$ cat src/rtl/flash_pkg.sv
// ============================================================================
// Module : flash_pkg
// Purpose: Shared types and constants for the flash lamp sequencer: the
//          sequencer state encoding, the kickback points and the per-segment
//          lamp-count targets, plus small helpers describing each segment.
// Ports  : none (package)
// Rev    : 1.0 - initial release
// ============================================================================
`default_nettype none

package flash_pkg;

  typedef enum logic [2:0] {
    S_IDLE = 3'd0,
    S_UP6  = 3'd1,
    S_DN0  = 3'd2,
    S_UP11 = 3'd3,
    S_DN5  = 3'd4,
    S_UP16 = 3'd5,
    S_DN0B = 3'd6
  } state_t;

  // Lamp counts at which a held flick can kick an up-ramp back down.
  localparam int KICK_LO = 6;
  localparam int KICK_HI = 11;

  // Lamp count at which each segment ends.
  localparam int TGT_UP6  = 6;
  localparam int TGT_DN0  = 0;
  localparam int TGT_UP11 = 11;
  localparam int TGT_DN5  = 5;
  localparam int TGT_UP16 = 16;
  localparam int TGT_DN0B = 0;

  function automatic int seg_target(input state_t s);
    case (s)
      S_UP6:   return TGT_UP6;
      S_DN0:   return TGT_DN0;
      S_UP11:  return TGT_UP11;
      S_DN5:   return TGT_DN5;
      S_UP16:  return TGT_UP16;
      S_DN0B:  return TGT_DN0B;
      default: return 0;
    endcase
  endfunction

  function automatic logic is_up(input state_t s);
    return (s == S_UP6) || (s == S_UP11) || (s == S_UP16);
  endfunction

  // Segment that follows when a segment reaches its target. An illegal
  // encoding falls back to IDLE so the sequencer always recovers.
  function automatic state_t seg_next(input state_t s);
    case (s)
      S_UP6:   return S_DN0;
      S_DN0:   return S_UP11;
      S_UP11:  return S_DN5;
      S_DN5:   return S_UP16;
      S_UP16:  return S_DN0B;
      S_DN0B:  return S_UP6;
      default: return S_IDLE;
    endcase
  endfunction

endpackage

`default_nettype wire

$ cat src/rtl/step_prescaler.sv
// ============================================================================
// Module : step_prescaler
// Purpose: Divides clk into a one-cycle step strobe every STEP_DIV cycles.
//          While hold is high the count is parked at 0, so the first strobe
//          after hold drops arrives exactly STEP_DIV cycles later.
// Ports  : clk  - clock (rising edge)
//          rst  - synchronous active-high reset
//          hold - keep the divider cleared (sequencer idle)
//          step - strobe, high on the cycle the count equals STEP_DIV-1
// Rev    : 1.0 - initial release
// ============================================================================
`default_nettype none

module step_prescaler #(
  parameter int STEP_DIV = 1
) (
  input  logic clk,
  input  logic rst,
  input  logic hold,
  output logic step
);

  localparam logic [15:0] TERM = 16'(STEP_DIV - 1);

  logic [15:0] div_q;

  assign step = !hold && (div_q == TERM);

  always_ff @(posedge clk) begin
    if (rst || hold) begin
      div_q <= '0;
    end else if (div_q == TERM) begin
      div_q <= '0;
    end else begin
      div_q <= div_q + 16'd1;
    end
  end

endmodule

`default_nettype wire

$ cat src/rtl/flash_seq_ctrl.sv
// ============================================================================
// Module : flash_seq_ctrl
// Purpose: Lamp-bar flash sequencer. A flick starts a looping ramp pattern
//          0->6->0->11->5->16->0 of lit lamps; a flick held while ramping up
//          through 6 or 11 in the longer ramps kicks the bar back down.
// Ports  : clk   - clock (rising edge)
//          rst   - synchronous active-high reset
//          flick - start / kickback request
//          lamps - registered thermometer code of the lit-lamp count
//          state - registered sequencer state (debug)
// Rev    : 1.0 - initial release
// ============================================================================
`default_nettype none

module flash_seq_ctrl #(
  parameter int LAMP_N   = 16,
  parameter int STEP_DIV = 1
) (
  input  logic              clk,
  input  logic              rst,
  input  logic              flick,
  output logic [LAMP_N-1:0] lamps,
  output logic [2:0]        state
);

  import flash_pkg::*;

  localparam int CW = $clog2(LAMP_N + 1);

  state_t            state_q, state_d;
  logic [CW-1:0]     cnt_q, cnt_d;
  logic [LAMP_N-1:0] lamps_q, lamps_d;
  logic              step;
  logic              kick_pt;

  step_prescaler #(
    .STEP_DIV (STEP_DIV)
  ) u_prescaler (
    .clk  (clk),
    .rst  (rst),
    .hold (state_q == S_IDLE),
    .step (step)
  );

  always_ff @(posedge clk) begin
    if (rst) begin
      state_q <= S_IDLE;
      cnt_q   <= '0;
      lamps_q <= '0;
    end else begin
      state_q <= state_d;
      cnt_q   <= cnt_d;
      lamps_q <= lamps_d;
    end
  end

  always_comb begin
    state_d = state_q;
    cnt_d   = cnt_q;
    kick_pt = 1'b0;

    if (state_q == S_IDLE) begin
      // Leaving idle only arms the ramp; the first lamp lights on a step.
      if (flick) state_d = S_UP6;
    end else if (step) begin
      // Saturating move keeps the count inside 0..LAMP_N.
      if (is_up(state_q)) begin
        if (cnt_q != CW'(LAMP_N)) cnt_d = cnt_q + 1'b1;
      end else begin
        if (cnt_q != '0) cnt_d = cnt_q - 1'b1;
      end

      kick_pt = (cnt_d == CW'(KICK_LO)) || (cnt_d == CW'(KICK_HI));

      // Kickback takes priority over the normal end-of-segment advance.
      if (flick && kick_pt && (state_q == S_UP11)) begin
        state_d = S_DN0;
      end else if (flick && kick_pt && (state_q == S_UP16)) begin
        state_d = S_DN5;
      end else if (cnt_d == CW'(seg_target(state_q))) begin
        state_d = seg_next(state_q);
      end
    end

    // Decode from the next count so lamps track cnt on the same edge.
    lamps_d = '0;
    for (int i = 0; i < LAMP_N; i++) begin
      lamps_d[i] = (i < int'(cnt_d));
    end
  end

  assign lamps = lamps_q;
  assign state = state_q;

endmodule

`default_nettype wire

$ cat config.mk
export PLATFORM = sky130hd
export DESIGN_NAME = flash_seq_ctrl
export DESIGN_NICKNAME = d
export VERILOG_FILES = /design/src/rtl/flash_pkg.sv /design/src/rtl/step_prescaler.sv /design/src/rtl/flash_seq_ctrl.sv
export SDC_FILE = /design/constraint.sdc
export NUM_CORES = 1
export LEC_CHECK = 0
export ABC_AREA = 1
export BUFFER_PORTS_ARGS = -buffer_cell sky130_fd_sc_hd__buf_2
export CAP_MARGIN = 5
export CORE_ASPECT_RATIO = 1.5
export CORE_MARGIN = 2
export CORE_UTILIZATION = 53
export DETAILED_ROUTE_END_ITERATION = 16
export GPL_TIMING_DRIVEN = 0
export PLACE_DENSITY_LB_ADDON = 0.1
export SETUP_SLACK_MARGIN = 0.1
export SLEW_MARGIN = 20
export SYNTH_ARGS = -nofsm -noshare
export SYNTH_HDL_FRONTEND = slang
export SYNTH_SLANG_ARGS = --single-unit
$ cat constraint.sdc
create_clock -name clk -period 1.8 [get_ports clk]
set_input_delay 0.18 -clock clk [delete_from_list [all_inputs] [get_ports clk]]
set_output_delay 0.18 -clock clk [all_outputs]
set_load 0.02 [all_outputs]
---- After elaboration in Yosys (flattened, before gate mapping) ----
Cells that the tools add are included.
storage, ports and cells
  input port bits ......................... 3
  bits in registers ....................... 40
  output and inout bits ................... 19
operators by class
  magnitude comparators ................... 16
  reductions and logical operators ........ 16
  muxes and demuxes ....................... 19
  add/subtract/negate cells ............... 3
  equality and inequality tests ........... 11
operators with widths
  kind                                                                  number
  5-bit 2-to-1 mux                                                      11
  4-bit by 5-bit < comparator with 1-bit output (first input constant)  8
  3-bit by 5-bit < comparator with 1-bit output (first input constant)  4
  5-bit case mux with 4 select lines                                    1
  3-bit 2-to-1 mux                                                      6
  3-bit case mux with 6 select lines                                    1
  16-bit by 1-bit adder with 16-bit output (second input constant)      1
  16-bit logical NOT                                                    1
  1-bit by 5-bit < comparator with 1-bit output (first input constant)  2
  2-bit by 5-bit < comparator with 1-bit output (first input constant)  2
  3-bit == test (second input constant)                                 3
  3-bit by 2-bit == test with 1-bit output (second input constant)      2
  5-bit by 1-bit adder with 5-bit output (second input constant)        1
  5-bit by 3-bit == test with 1-bit output (second input constant)      1
  5-bit by 4-bit == test with 1-bit output (second input constant)      1
  5-bit == test                                                         1
  5-bit inequality test (second input constant)                         1
  5-bit nonzero test                                                    1
  5-bit by 1-bit subtractor with 5-bit output (second input constant)   1
  1-bit logical AND                                                     4
  1-bit logical OR                                                      4
  4-bit nonzero test                                                    1
  3-bit by 1-bit == test with 1-bit output (second input constant)      1
  3-bit logical NOT                                                     1
  5 further kinds                                                       5

---- Longest topological paths before layout ----
  word-level depth ........................ 20
  mapped depth ............................ 17
  mapped depth without buffers ............ 17

---- By module ----
Synthesis repeated with hierarchy kept, for this count alone.
second synthesis, totals
  cell total of the unflattened synthesis .. 337
  area, all modules ....................... 2332.2 um2
modules (own cells, without submodules)
  module          instances  area an instance (um2)  cells each
  flash_seq_ctrl  1          1451.4                  211
  step_prescaler  1          880.8                   126

---- Worst setup path after synthesis ----
OpenSTA, ideal clock, no wires.
  path kind ............................... reg-to-reg
  from .................................... register cnt_q[0]
  to ...................................... register state_q[2], in the netlist state[2]
  stages on the path, launching flop included .. 18
  slack ................................... -87 ps
  library setup time ...................... 111 ps
  data arrival time ....................... 1776 ps
  buffers on the path ..................... 0
  data required time ...................... 1689 ps
  cell sequence ........................... dfxtp_1 > inv_1 > ha_1 > inv_1 > nand2_1 > nand2_1 > nand2_1 > nand2_1 > nand2_1 > nor2_1 > nand2_1 > nand2_1 > nand3_1 > nand2_1 > nand2_2 > nand2_2 > and2_1 > nor2_1
between the ends
  longest elaborated chain between the ends .. 13
RTL lines
  item                                                                                                         RTL line                                    source
  start, declared                                                                                              flash_seq_ctrl.sv:31                        logic [CW-1:0] cnt_q, cnt_d;
  start signal, assigned                                                                                       flash_seq_ctrl.sv:52                        cnt_q <= cnt_d;
  5-bit by 1-bit subtractor with 5-bit output (tied with other cells)                                          flash_seq_ctrl.sv:70                        if (cnt_q != '0) cnt_d = cnt_q - 1'b1;
  5-bit 2-to-1 mux, on equally long branches                                                                   flash_seq_ctrl.sv:70, flash_seq_ctrl.sv:68
  5-bit 2-to-1 mux *                                                                                           flash_seq_ctrl.sv:67                        if (is_up(state_q)) begin
  5-bit 2-to-1 mux *                                                                                           flash_seq_ctrl.sv:65                        end else if (step) begin
  5-bit 2-to-1 mux *                                                                                           flash_seq_ctrl.sv:62                        if (state_q == S_IDLE) begin
  5-bit by 3-bit == test with 1-bit output / 5-bit by 4-bit == test with 1-bit output (equally long branches)  flash_seq_ctrl.sv:73                        kick_pt = (cnt_d == CW'(KICK_LO)) || (cnt_d == CW'(KICK_HI));
  1-bit logical OR                                                                                             flash_seq_ctrl.sv:73
  1-bit logical AND                                                                                            flash_seq_ctrl.sv:76, flash_seq_ctrl.sv:78
  1-bit logical AND                                                                                            flash_seq_ctrl.sv:78                        end else if (flick && kick_pt && (state_q == S_UP16)) begin
  3-bit 2-to-1 mux                                                                                             flash_seq_ctrl.sv:78
  3-bit 2-to-1 mux                                                                                             flash_seq_ctrl.sv:76                        if (flick && kick_pt && (state_q == S_UP11)) begin
  3-bit 2-to-1 mux                                                                                             flash_seq_ctrl.sv:65
  3-bit 2-to-1 mux                                                                                             flash_seq_ctrl.sv:62
  end signal, assigned                                                                                         flash_seq_ctrl.sv:51                        state_q <= state_d;
  end, declared                                                                                                flash_seq_ctrl.sv:30                        state_t state_q, state_d;
Every way passes the cells marked *; elsewhere a longest branch is shown, timed or not. The select of a mux whose other input is x is not followed.
A chain may end at the register's enable or synchronous reset.

---- Worst setup path after layout ----
  from .................................... register u_prescaler.div_q[0]
  to ...................................... register lamps_q[0], in the netlist lamps[0]
between the ends
  longest elaborated chain between the ends .. 5
RTL lines
  item                                           RTL line              source
  start, declared                                step_prescaler.sv:25  logic [15:0] div_q;
  start signal, assigned                         step_prescaler.sv:35  div_q <= div_q + 16'd1;
  16-bit logical NOT                             step_prescaler.sv:27  assign step = !hold && (div_q == TERM);
  1-bit logical AND                              step_prescaler.sv:27
  5-bit 2-to-1 mux                               flash_seq_ctrl.sv:65
  5-bit 2-to-1 mux                               flash_seq_ctrl.sv:62
  1-bit by 5-bit < comparator with 1-bit output  flash_seq_ctrl.sv:88  lamps_d[i] = (i < int'(cnt_d));
  end signal, assigned                           flash_seq_ctrl.sv:53  lamps_q <= lamps_d;
  end, declared                                  flash_seq_ctrl.sv:32  logic [LAMP_N-1:0] lamps_q, lamps_d;
Every way passes these cells.

==> Flow_metrics.wiki <==
{| class="wikitable"
! Metric !! Value
|-
| Result of the run || finished with violations
|-
| Violations in the final reports || negative setup slack
|-
| Minimum clock period || between 1500 and 2000 ps
|-
| R2R Setup Slk || -100 ps
|-
| Via count of the first global-routing pass || 2059
|-
| Share of cells above drive strength 1 || 45.15%
|-
| Max stage delay cell, worst path || sky130_fd_sc_hd__dfxtp_2
|-
| Sequential area share after synthesis || between 30% and 40%
|-
| Detailed-router iteration count before antenna repair || 4
|-
| Number of nets in the layout || around 370
|-
| CTS tree || done
|-
| Fmax || around 530 MHz
|-
| Commonest non-fill, non-tap cells in the layout || 54 x sky130_fd_sc_hd__nand2_1, 35 x sky130_fd_sc_hd__inv_1, 29 x sky130_fd_sc_hd__dfxtp_1
|-
| IO Port Bufs || 20
|-
| Sequence of cells on the critical path || inv_2, ha_4, nand2_4, nor3_4, nand4_4, nor2_4, buf_12, nand2_4, o21ai_4, nand2_2, o21ai_2, nand2_1
|-
| Largest vdd supply drop || 1.204 mV
|-
| Most frequent cell on the critical path || sky130_fd_sc_hd__nand2_4
|-
| Max-Slew Margin vs Limit || about 70%
|-
| First-pass GRT wire length || about 8600 um
|-
| Standard cell core area || ~0.0040 mm2
|-
| Count of final setup violators || 19
|-
| Die Area || around 0.0047 mm2
|-
| Worst setup slack after layout || -101.6 ps
|-
| Area Growth Syn to Fin || 37.72%
|-
| Max_cap viols || 0
|-
| Starting Density || approximately 55%
|-
| Setup clock skew after layout || approximately 10 ps
|-
| Total DRC errors in the routed layout || 0
|-
| Average vias per placed instance || about 5.2
|-
| Floorplan die height || slightly above 80 um
|-
| CTS Sinks || 39
|-
| Critical Path Sink Type || register
|-
| Row Count || 28
|-
| Sum of routed wire length over all layers || roughly 5600 um
|-
| Final Slew Violations || 0
|-
| Number of top-level pins || 22
|-
| Clock latency on the worst-skew pair || between 200 and 300 ps
|-
| Number of instances in the synthesized netlist || 305
|-
| Power density over the cells || between 1500 and 2000 mW/mm2
|-
| Post-Place Worst Slack || -164.9 ps
|-
| Leftover overflow at the end of global routing || 0
|-
| Most common cell after layout, fill and taps aside || sky130_fd_sc_hd__nand2_1
|-
| Critical Path Stages || 12
|-
| Global-route total usage across every layer || about a quarter
|-
| Static leakage || 1.384 nW
|-
| Launching element type of the critical path || register
|-
| Synth top area share || between 30 and 40%
|-
| Post-synth EDFFs || 0
|-
| Worst Setup EP || lamps[0]
|-
| Largest cells by area after synthesis || sky130_fd_sc_hd__dfxtp_1 36%, sky130_fd_sc_hd__nand2_1 12%, sky130_fd_sc_hd__inv_1 7.0%
|-
| Share of synthesized flip-flops with an asynchronous set or reset || 0%
|-
| Yosys reg bits || 39
|-
| Cell area after synthesis || between 0.002 and 0.0025 mm2
|-
| Largest net degree at the start of global routing || 14
|-
| Routed wirelength normalized by instance count || about 14 um
|-
| Crit path buffers/inverters || 2
|-
| Post-DP HPWL || around 3600 um
|-
| Final worst-path cycle share || 105.6%
|-
| Clock slew at the register clock pins of the worst setup and hold paths || approximately 80 ps
|-
| Delay of the slowest cell on the worst path || around 340 ps
|-
| Category of cells accounting for the largest share of critical-path delay || simple AND/OR/NAND/NOR gates
|-
| Max Buffers Root-to-Sink || 2
|-
| Power Total || about 5.5 mW
|-
| Critical-path maximum fanout || 5
|-
| Path type of the worst min-delay path || primary input to register
|-
| Pin slew with the least headroom to its limit || roughly 470 ps
|-
| Post-Syn Area per Cell || between 7 and 8 um2
|-
| Setup repair after global routing missed its margin || true
|-
| Ant diodes || 0
|-
| Number of hold-slack violations in the final timing report || 0
|-
| Total of warnings raised by yosys || 0
|-
| Critical register-to-register path endpoint || lamps[0]
|-
| Post-synth top area cell || sky130_fd_sc_hd__dfxtp_1
|-
| Category of the critical setup timing path || register to register
|-
| Mapped Nets || roughly 310
|-
| Arrival time worst endpoint || 2090 ps
|-
| Depth of the worst register-to-register path || 12
|-
| Worst Hold Launch || rst
|-
| Number of different library cells in the post-synthesis netlist || 39
|-
| Critical Path Start || u_prescaler.div_q[0]
|-
| Critical R2R Launch || u_prescaler.div_q[0]
|-
| Post-route ant nets || 0
|-
| Number of buffers created by CTS || 5
|-
| Top_reg_cell synth || sky130_fd_sc_hd__dfxtp_1
|-
| Iter 0 DRT Violations || just over 70
|-
| DR vias || around 2100
|-
| Die boundary width || 56.44 um
|-
| Final RePlAce weighted congestion || about 0.84
|-
| CP Data Required Time || around 2000 ps
|-
| Clock root buffer || sky130_fd_sc_hd__clkbuf_8
|-
| CTS H-Tree Depth || 2
|-
| Initial antenna violation count || 0
|}
==> what timing repair did <==
| action | CTS | global route |
|---|---|---|
| pin swaps | 10 | 26 |
| gates resized for setup | 46 | 45 |
| endpoints found under the setup margin | 33 | 34 |
| buffers inserted | 16 | 11 |
| gates cloned | 1 | 0 |
| hold buffers | 0 | 0 |
==> routing by layer <==
layer / vias up / share of wire [%] / GRT usage (%)
met5: - / 0 / 0
met2: 25 / 58 / 47.91
met1: 1006 / 38 / 22.21
li1: 1070 / - / -
met4: 0 / 2.7 / 11.43
met3: 14 / 1.5 / 3.271
==> power by group <==
group,internal (mW),switching [mW],total (mW)
combinational,1.45,2.16,3.61
sequential,1.09,0.158,1.24
clock,0.313,0.325,0.637
==> kinds of logic after synthesis <==
family | Yosys count | share of synthesized area (%)
xor gates and xnor gates | 3 | 1.202
AOI/OAI and AO/OA | 28 | 9.445
buffers and inverters | 56 | 11.33
adders and majority gates | 4 | 2.290
DFF | 39 | 35.72
and+or+nand+nor | 175 | 40.01
==> registers in the layout, summed over array words and instances (netlist names) <==
name and count:
u_prescaler.div_q 16, state 3, cnt_q 5, lamps 15
==> worst min path at each step <==
stage	end	cells past startpoint
floorplan	u_prescaler.div_q[0]	1
global placement	u_prescaler.div_q[0]	1
detailed placement	u_prescaler.div_q[0]	1
CTS	cnt_q[1]	2
global route	cnt_q[1]	2
finish	cnt_q[1]	2
==> metrics by stage <==
stage	area, um2	utilization (%)	TNS, ps	hold WS, ps	std cells
final	3010	76.04	-1169	285.9	406
after global routing	3010	76.04	-3532	293.3	406
after CTS	2755	69.60	-968.3	284.7	395
after detailed placement	2370	59.86	-2068	456.8	370
after global placement	2370	59.86	-1766	451.6	370
after floorplan	2213	-	0	429.7	305
==> synth_stat cells (all sizes together), types with 2 or more instances <==
cell   count
nand2     84
buf        5
nor3      12
o21ai      8
nor2      38
a21oi     13
nand3     27
xor2       2
dfxtp     39
nor4       2
ha         4
o21a       2
inv       49
nor3b      3
a31oi      3
nand4      6
==> layout make-up <==
| type | instances | area [um2] |
|---|---|---|
| clock inverters | 2 | 16.27 |
| flip-flops and latches | 39 | 800.8 |
| clock buffers | 6 | 82.58 |
| fillers | 298 | 948.4 |
| repair buffers | 48 | 357.8 |
| well taps | 45 | 56.30 |
| multi-input cells | 210 | 1435 |
| inverters | 50 | 200.2 |
| plain buffers | 6 | 61.31 |
No activity file was read; power rests on OpenSTA's default activity.
